**config.mk**
```make
export PLATFORM = sky130hd
export DESIGN_NAME = rng_request_arbiter
export DESIGN_NICKNAME = d
export VERILOG_FILES = /design/src/rtl/rng_arb_pkg.sv /design/src/rtl/rng_request_arbiter_rr_pick.sv /design/src/rtl/rng_request_arbiter.sv
export SDC_FILE = /design/constraint.sdc
export NUM_CORES = 1
export LEC_CHECK = 0
export ABC_AREA = 0
export CORE_ASPECT_RATIO = 1.4
export CORE_UTILIZATION = 29
export DETAILED_ROUTE_END_ITERATION = 6
export GPL_TIMING_DRIVEN = 0
export HOLD_SLACK_MARGIN = 0.05
export PLACE_DENSITY = 0.48
export SETUP_SLACK_MARGIN = 0.05
export SLEW_MARGIN = 20
export SYNTH_ARGS = -nofsm -noshare
export SYNTH_HDL_FRONTEND = slang
export SYNTH_SLANG_ARGS = --single-unit
```
**constraint.sdc**
```tcl
create_clock -name clk -period 2.9 [get_ports clk]
set_input_delay 0.29 -clock clk [delete_from_list [all_inputs] [get_ports clk]]
set_output_delay 0.29 -clock clk [all_outputs]
set_load 0.01 [all_outputs]
```
**src/rtl/rng_arb_pkg.sv**
```systemverilog
// Shared types and helpers for the PRNG request arbiter.
package rng_arb_pkg;

  typedef enum logic [1:0] {IDLE, DRAW, DONE} state_e;

  // Pointer width covers the largest supported requester count (8).
  localparam int NREQ_MAX = 8;
  localparam int PTR_W    = $clog2(NREQ_MAX);

  // Smear the bound rightwards: smallest 2^k-1 that is >= bnd.
  function automatic logic [31:0] range_mask(input logic [31:0] bnd);
    logic [31:0] m;
    m = bnd;
    m = m | (m >> 1);
    m = m | (m >> 2);
    m = m | (m >> 4);
    m = m | (m >> 8);
    m = m | (m >> 16);
    return m;
  endfunction

endpackage

```
**src/rtl/rng_request_arbiter_rr_pick.sv**
```systemverilog
// Combinational round-robin pick: first requester at or after ptr, wrapping.
module rr_pick
  import rng_arb_pkg::*;
#(
  parameter int NREQ = 4
) (
  input  logic [NREQ-1:0]  req,
  input  logic [PTR_W-1:0] ptr,
  output logic             grant_valid,
  output logic [PTR_W-1:0] grant_idx
);
  localparam int SW = PTR_W + 1;

  logic [NREQ-1:0] rot;
  logic [SW-1:0]   sum;

  assign rot = NREQ'({req, req} >> ptr);

  // Scan from the far end so the nearest requester after ptr wins.
  always_comb begin
    grant_valid = 1'b0;
    grant_idx   = '0;
    sum         = '0;
    for (int i = NREQ - 1; i >= 0; i--) begin
      if (rot[i]) begin
        grant_valid = 1'b1;
        sum         = {1'b0, ptr} + SW'(i);
        grant_idx   = (sum >= SW'(NREQ)) ? PTR_W'(sum - SW'(NREQ)) : PTR_W'(sum);
      end
    end
  end

endmodule

```
**src/rtl/rng_request_arbiter.sv**
```systemverilog
// Shares one PRNG word stream between NREQ requesters; returns a uniform
// value in [0, bound] by mask-and-reject with a bounded retry fallback.
module rng_request_arbiter
  import rng_arb_pkg::*;
#(
  parameter int NREQ      = 4,
  parameter int N         = 24,
  parameter int BW        = 8,
  parameter int MAX_TRIES = 4
) (
  input  logic              clk,
  input  logic              reset_n,
  input  logic [N-1:0]      rnd_i,
  input  logic [NREQ-1:0]   req,
  input  logic [NREQ*BW-1:0] bound,
  output logic [NREQ-1:0]   ack,
  output logic [BW-1:0]     data,
  output logic              busy
);
  localparam int NP = 2 ** PTR_W;
  localparam int TW = (MAX_TRIES > 1) ? $clog2(MAX_TRIES) : 1;
  localparam logic [NREQ-1:0] LSB1 = NREQ'(1);

  state_e                    state;
  logic [PTR_W-1:0]          ptr, sel, gi;
  logic                      gv;
  logic [BW-1:0]             bnd, mask, result, cand, fallback;
  logic [BW:0]               bnd1;
  logic [TW-1:0]             tries;
  logic [NP-1:0]             req_ext;
  logic [NP-1:0][BW-1:0]     bnd_arr;

  // Padded to the pointer range so any index value selects cleanly.
  for (genvar i = 0; i < NP; i++) begin : g_bnd
    if (i < NREQ) begin : g_v
      assign bnd_arr[i] = bound[i*BW +: BW];
    end else begin : g_z
      assign bnd_arr[i] = '0;
    end
  end

  if (N > BW) begin : g_unused
    logic unused_rnd_hi;
    assign unused_rnd_hi = ^rnd_i[N-1:BW];
  end

  assign req_ext  = NP'(req);
  assign cand     = rnd_i[BW-1:0] & mask;
  assign bnd1     = {1'b0, bnd} + 1'b1;
  // cand <= 2*bnd+1 on a reject, so this stays within [0, bnd].
  assign fallback = BW'({1'b0, cand} - bnd1);

  rr_pick #(.NREQ(NREQ)) u_pick (
    .req        (req),
    .ptr        (ptr),
    .grant_valid(gv),
    .grant_idx  (gi)
  );

  always_ff @(posedge clk or negedge reset_n) begin
    if (!reset_n) begin
      state  <= IDLE;
      ptr    <= '0;
      sel    <= '0;
      bnd    <= '0;
      mask   <= '0;
      tries  <= '0;
      result <= '0;
      ack    <= '0;
      data   <= '0;
      busy   <= 1'b0;
    end else begin
      ack  <= '0;
      data <= '0;
      case (state)
        IDLE: if (gv) begin
          sel   <= gi;
          bnd   <= bnd_arr[gi];
          mask  <= BW'(range_mask(32'(bnd_arr[gi])));
          tries <= '0;
          busy  <= 1'b1;
          state <= DRAW;
        end
        DRAW: begin
          if (!req_ext[sel]) begin
            busy  <= 1'b0;
            state <= IDLE;
          end else if (cand <= bnd) begin
            result <= cand;
            state  <= DONE;
          end else if (tries == TW'(MAX_TRIES - 1)) begin
            result <= fallback;
            state  <= DONE;
          end else begin
            tries <= tries + 1'b1;
          end
        end
        DONE: begin
          ack   <= LSB1 << sel;
          data  <= result;
          ptr   <= (sel == PTR_W'(NREQ - 1)) ? '0 : sel + 1'b1;
          busy  <= 1'b0;
          state <= IDLE;
        end
        default: state <= IDLE;
      endcase
    end
  end

endmodule
```
* After elaboration in Yosys (flattened, before gate mapping)
Cells that the tools add are included.
** Storage, ports and cells
- Input port bits :: 62
- Flip-flop bits (word level) :: 47
- Output and inout port bits :: 13
** Cells by class
- Bitwise gates (word level) :: 6
- $add $sub $neg :: 11
- Multiplexer cells :: 34
- $lt $le $gt $ge :: 7
- Shifts and indexed selects :: 2
- Equal/unequal tests :: 10
- Reductions and logical operators :: 9
** Operators with widths (count)
- $mux W8 :: 4
- $mux W3 :: 9
- $bmux W8 S3 :: 1
- $mux W2 :: 8
- $or A8 B1 Y8 const B :: 2
- $ge A4 B3 Y1 const B :: 3
- $sub A3 B3 Y3 const B :: 4
- $ne A2 B2 Y1 const B :: 5
- $add A3 B2 Y4 const B :: 2
- $add A8 B1 Y8 const B :: 1
- $and A8 B8 Y8 :: 1
- $le A8 B8 Y1 :: 1
- $lt A3 B4 Y1 const B :: 2
- $or A8 B4 Y8 :: 1
- $or A8 B6 Y8 :: 1
- $or A8 B7 Y8 :: 1
- $pmux W2 S2 :: 2
- $shr A8 B3 Y4 :: 1
- $sub A8 B8 Y8 :: 1
- $mux W1 :: 7
- $reduce_and A3 Y1 :: 2
- $reduce_and A5 Y1 :: 1
- $add A3 B1 Y4 const B :: 1
- $eq A2 B2 Y1 const B :: 2
- 14 further kinds :: 16

* Logic depth before layout (Yosys ltp)
- Depth after elaboration :: 14
- Depth in mapped cells :: 13

* By module
Synthesis repeated with hierarchy kept, for this count alone.
** Unflattened totals
- Cell total of the unflattened synthesis :: 292
- Area total of the unflattened synthesis :: 2849.0 µm²
** Modules (own cells, without submodules)
- rng_request_arbiter :: instances 1, area each 2571.2 µm², cells an instance 246
- rr_pick :: instances 1, area each 277.8 µm², cells an instance 46

* Least setup slack after synthesis
Ideal clock, no wire load.
- Path type :: flip-flop to flip-flop
- Start point :: register ptr[1]
- End point :: register mask[1]
- Path slack :: 221 ps
- Arrival :: 2543 ps
- Cell stages (with the launch flop) :: 10
- Data required time :: 2764 ps
- Setup time :: 136 ps
- Cells stage by stage :: dfrtp_1 > buf_6 > inv_4 > mux4_2 > nor3b_4 > a21boi_2 > or3_1 > a32o_2 > nor4b_4 > a31oi_1
** Between the ends
- Word-level cells in the longest chain between the ends :: 14
- Elaborated cells between the ends (all ways) :: 32
- Classes of those cells :: 7 x add/sub; 4 x order compare; 1 x shift; 14 x mux; 5 x bitwise; 1 x reduce/logical
** Ends and longest elaborated chain
- start, declared :: line rng_request_arbiter.sv:25 : logic [PTR_W-1:0] ptr, sel, gi;
- start signal, assigned :: line rng_request_arbiter.sv:101 : ptr <= (sel == PTR_W'(NREQ - 1)) ? '0 : sel + 1'b1;
- $add A3 B2 Y4 :: line rng_request_arbiter_rr_pick.sv:27 : sum = {1'b0, ptr} + SW'(i);
- $ge A4 B3 Y1 or $sub A3 B3 Y3 (tied branches) :: line rng_request_arbiter_rr_pick.sv:28 : grant_idx = (sum >= SW'(NREQ)) ? PTR_W'(sum - SW'(NREQ)) : PTR_W'(sum);
- $mux W3 :: line rng_request_arbiter_rr_pick.sv:28
- $mux W3 (4 in series) :: line rng_request_arbiter_rr_pick.sv:25 : if (rot[i]) begin
- $bmux W8 S3 :: line rng_request_arbiter.sv:79 : mask <= BW'(range_mask(32'(bnd_arr[gi])));
- $mux W8 (not written as such) :: line rng_request_arbiter.sv:79
- $or A8 B7 Y8 :: line rng_arb_pkg.sv:14 : m = m | (m >> 1);
- $or A8 B6 Y8 :: line rng_arb_pkg.sv:15 : m = m | (m >> 2);
- $or A8 B4 Y8 :: line rng_arb_pkg.sv:16 : m = m | (m >> 4);
- $or A8 B1 Y8 :: line rng_arb_pkg.sv:17 : m = m | (m >> 8);
- $or A8 B1 Y8 :: line rng_arb_pkg.sv:18 : m = m | (m >> 16);
- end signal, assigned :: line rng_request_arbiter.sv:79
- end, declared :: line rng_request_arbiter.sv:27 : logic [BW-1:0] bnd, mask, result, cand, fallback;
Several ways; a longest one is shown, not always the timed one. The select of a mux whose other input is x is not followed.
A chain may end at the register's enable or synchronous reset.

* Worst setup path after layout
- Start point :: register ptr[0]
- End point :: register mask[1]
Same word-level chain as after synthesis.

==> impl_metrics.tcl <==
set metrics [dict create \
    ys_warn_count 0 \
    grt_max_degree 28 \
    whs_ns 0.469 \
    crit_fanout 7 \
    finalHoldViolations 0 \
    setup_viol 0 \
    synth_area_leaders "dfrtp_1 (36%), ha_1 (7.0%), nand2_1 (5.5%)" \
    n_antenna_cell 0 \
    critPathLaunch "ptr[0]$_DFFE_PN0P_" \
    async_flop_share 1.00 \
    core_sq_um 10800 \
    worst-r2r-cell-count 9 \
    muxShareOfSynthArea 0.0901 \
    instances_no_fill 576 \
    cts.path.max_buffers 2 \
    internal_power_mw 2.70 \
    ys_seq_elements 46 \
    die-area_sq_um 11500 \
    dpl-instance-area_sq_um 3970 \
    synth_fa_ha_area_frac 0.0764 \
    synth_compound_area_frac 0.195 \
    place_ws_ns -0.620 \
    vias_per_cell 4.88 \
    finalWeightedCongestion 0.850 \
    yosysUniqueCellTypes 57 \
    yosysTopAreaCell "dfrtp_1" \
    grt_pass1_wl_um 14300 \
    synth_edf_count 0 \
    die_w_um 90.9 \
    worstHoldEndpoint "result[2]$_DFFE_PN0P_" \
    grt_use_total 0.155 \
    io_buffers 57 \
    setup-tns-final_ns 0 \
    power_density_nw_per_um2 1090 \
    cp.arrival_ns 3.03 \
    p_leak_nw 1.91 \
    worstHoldPathCells 1 \
    drc_errors 0 \
    overflow 0 \
    start_util 0.297 \
    drtIter0Drc 52 \
    peakVddDrop_mv 0.417 \
    total_power_mw 4.80 \
    wl_um 8420 \
    min-delay-start "result[2]$_DFFE_PN0P_" \
    r2r_end "mask[1]$_DFFE_PN0P_" \
    rsz0062_at_grt "yes" \
    cts_tree "done" \
    post-place-cells 555 \
    post-route-util 0.405 \
    grt_antenna_before_repair 0 \
    r2r_slack_ns 0.02 \
    route.vias.total 2810 \
    avgRoutedWirePerCell_um 14.6 \
    grt_pass1_vias 2929 \
    status "finished clean" \
    maxCapViolCount 0 \
    syn_inst 356 \
    r2r-start "ptr[0]$_DFFE_PN0P_" \
    synth-simple-area-share 0.213 \
    clock-sinks 46 \
    synth-seq-area-share 0.359 \
    syn_avg_cell_area_sq_um 9.01 \
    slew_viol_final 0 \
    path_clk_slew_ns 0.06 \
    clock_latency_ns 0.29 \
    hold_path.class "flip-flop to flip-flop" \
    postLayoutCellArea_sq_um 4380 \
    rows 45 \
    skew_ns 0.00406 \
    synth_top_area_share 0.359 \
    die-height_um 126 \
    synth_top_family_by_area "simple AND/OR/NAND/NOR gates" \
    fin_crit_sh 0.992 \
    ys.flop_type "dfrtp_1" \
    switching_share 0.436 \
    layout_commonest_cell "clkdlybuf4s50_1" \
    slew_headroom 0.551 \
    startpoint_type "flip-flop" \
    net-switching-power_mw 2.09 \
    ioPinCount 75 \
    cts-root-buf "clkbuf_16" \
    drive_gt1_frac 0.136 \
    critPathCaptureType "flip-flop" \
    pwr-share-comb 0.661 \
    syn_area_sq_um 3210 \
    htreeDepth 2 \
    worstSetupPathType "flip-flop to flip-flop" \
    fin_ws_ns 0.0242 \
    dr.pass1.iters 4 \
    fmax_ghz 0.348 \
    clkPwrFrac 0.135 \
    syn-num-nets 437 \
    cts_made_buffers 5 \
    min_period_ns 2.88 \
    ant_nets 0 \
    fin_nets 515 \
    mostFrequentLayoutCells "clkdlybuf4s50_1 (53), nand2_1 (45), dfrtp_1 (45)" \
    seq_power_share 0.204 \
    dpl.hpwl_um 6670 \
    cp_data_required_time_ns 3.05 \
    fillers 1117 \
    synth-xor-area-share 0.0137 \
    worst_slew_pin_slew_ns 0.672 \
    synthToLayoutAreaGrowth_pct 36.6 \
]
[area by class of cell]
type	instances	area, sq um	area share
Buffer	12	83.8	0.0191
Clock buffer	7	133	0.0303
Clock inverter	1	30.0	0.00685
Inverter	23	96.3	0.0220
Multi-Input combinational cell	274	2010	0.460
Sequential cell	46	1150	0.263
Tap cell	141	176	0.0403
Timing Repair Buffer	72	697	0.159
[worst max-delay path, cell delays in order, from the launching register on]
cell and delay [ns]:
dfrtp_1 0.37, buf_6 0.15, buf_6 0.13, o41a_1 0.47, a21o_1 0.23, a211o_4 0.39, o311a_1 0.15, a32o_2 0.29
nor4b_4 0.41, a31oi_1 0.14
[synth_stat cells (2+ instances only)]
cell,instances
buf_6,4
o21ai_1,2
nand2b_1,5
a21oi_1,14
nand2_1,47
dfrtp_1,46
nand3b_1,3
nor3_1,10
mux4_2,2
mux2i_1,16
a32oi_1,3
o21bai_1,3
ha_1,18
a2111oi_0,2
inv_1,21
or3_1,5
a31oi_1,3
buf_2,2
or2_2,2
xnor2_1,4
nand3_1,11
a211oi_1,8
a21o_1,8
o21ai_0,30
clkbuf_1,7
mux2_2,4
nor2b_1,10
and2_1,20
nor2_1,13
mux2i_2,2
nor4_1,3
o31ai_1,2
o22ai_1,2
[worst max-delay path by stage]
| stage | end |
|---|---|
| 2_1_floorplan | mask[1]$_DFFE_PN0P_ |
| 3_3_place_gp | mask[1]$_DFFE_PN0P_ |
| 3_5_place_dp | mask[1]$_DFFE_PN0P_ |
| 4_1_cts | mask[0]$_DFFE_PN0P_ |
| 5_1_grt | mask[0]$_DFFE_PN0P_ |
| 6_report | mask[1]$_DFFE_PN0P_ |
[power groups by stage]
stage | sequential, mW | combinational, mW | clock, mW
finish | 0.980 | 3.17 | 0.648
floorplan | 0.975 | 2.09 | 0
global placement | 0.986 | 2.75 | 0
detailed placement | 0.995 | 2.79 | 0
CTS | 0.984 | 2.92 | 0.665
global route | 1.01 | 3.53 | 0.691
[sequential cells by signal, summed over array words and instances (netlist names)]
signal	count
ack	4
bnd	8
busy	1
data	8
mask	7
ptr	3
result	8
sel	3
state	2
tries	2
[cells by family (layout without fill, tap and decap cells)]
group / Yosys count / after routing
simple gates: 132 / 132
compound gates: 93 / 93
flops: 46 / 46
buf+inv: 36 / 115
mux: 25 / 25
fa+ha+maj: 19 / 19
xor+xnor: 5 / 5
[metal layers]
layer | GRT usage | part of all wire | vias to the layer above
li1 | - | - | 1418
met1 | 0.175 | 0.42 | 1330
met2 | 0.291 | 0.53 | 51
met3 | 0.0204 | 0.023 | 11
met4 | 0.0635 | 0.022 | 0
met5 | 0 | 0 | -
[what timing repair did]
action	4_1_cts	5_1_grt
setup buffers	3	10
resized for setup	11	24
hold buffers	1	0
pin swaps	3	9
endpoints found under the setup margin	14	26
endpoints found under the hold margin	19	0
(Power assumes the default switching activity.)
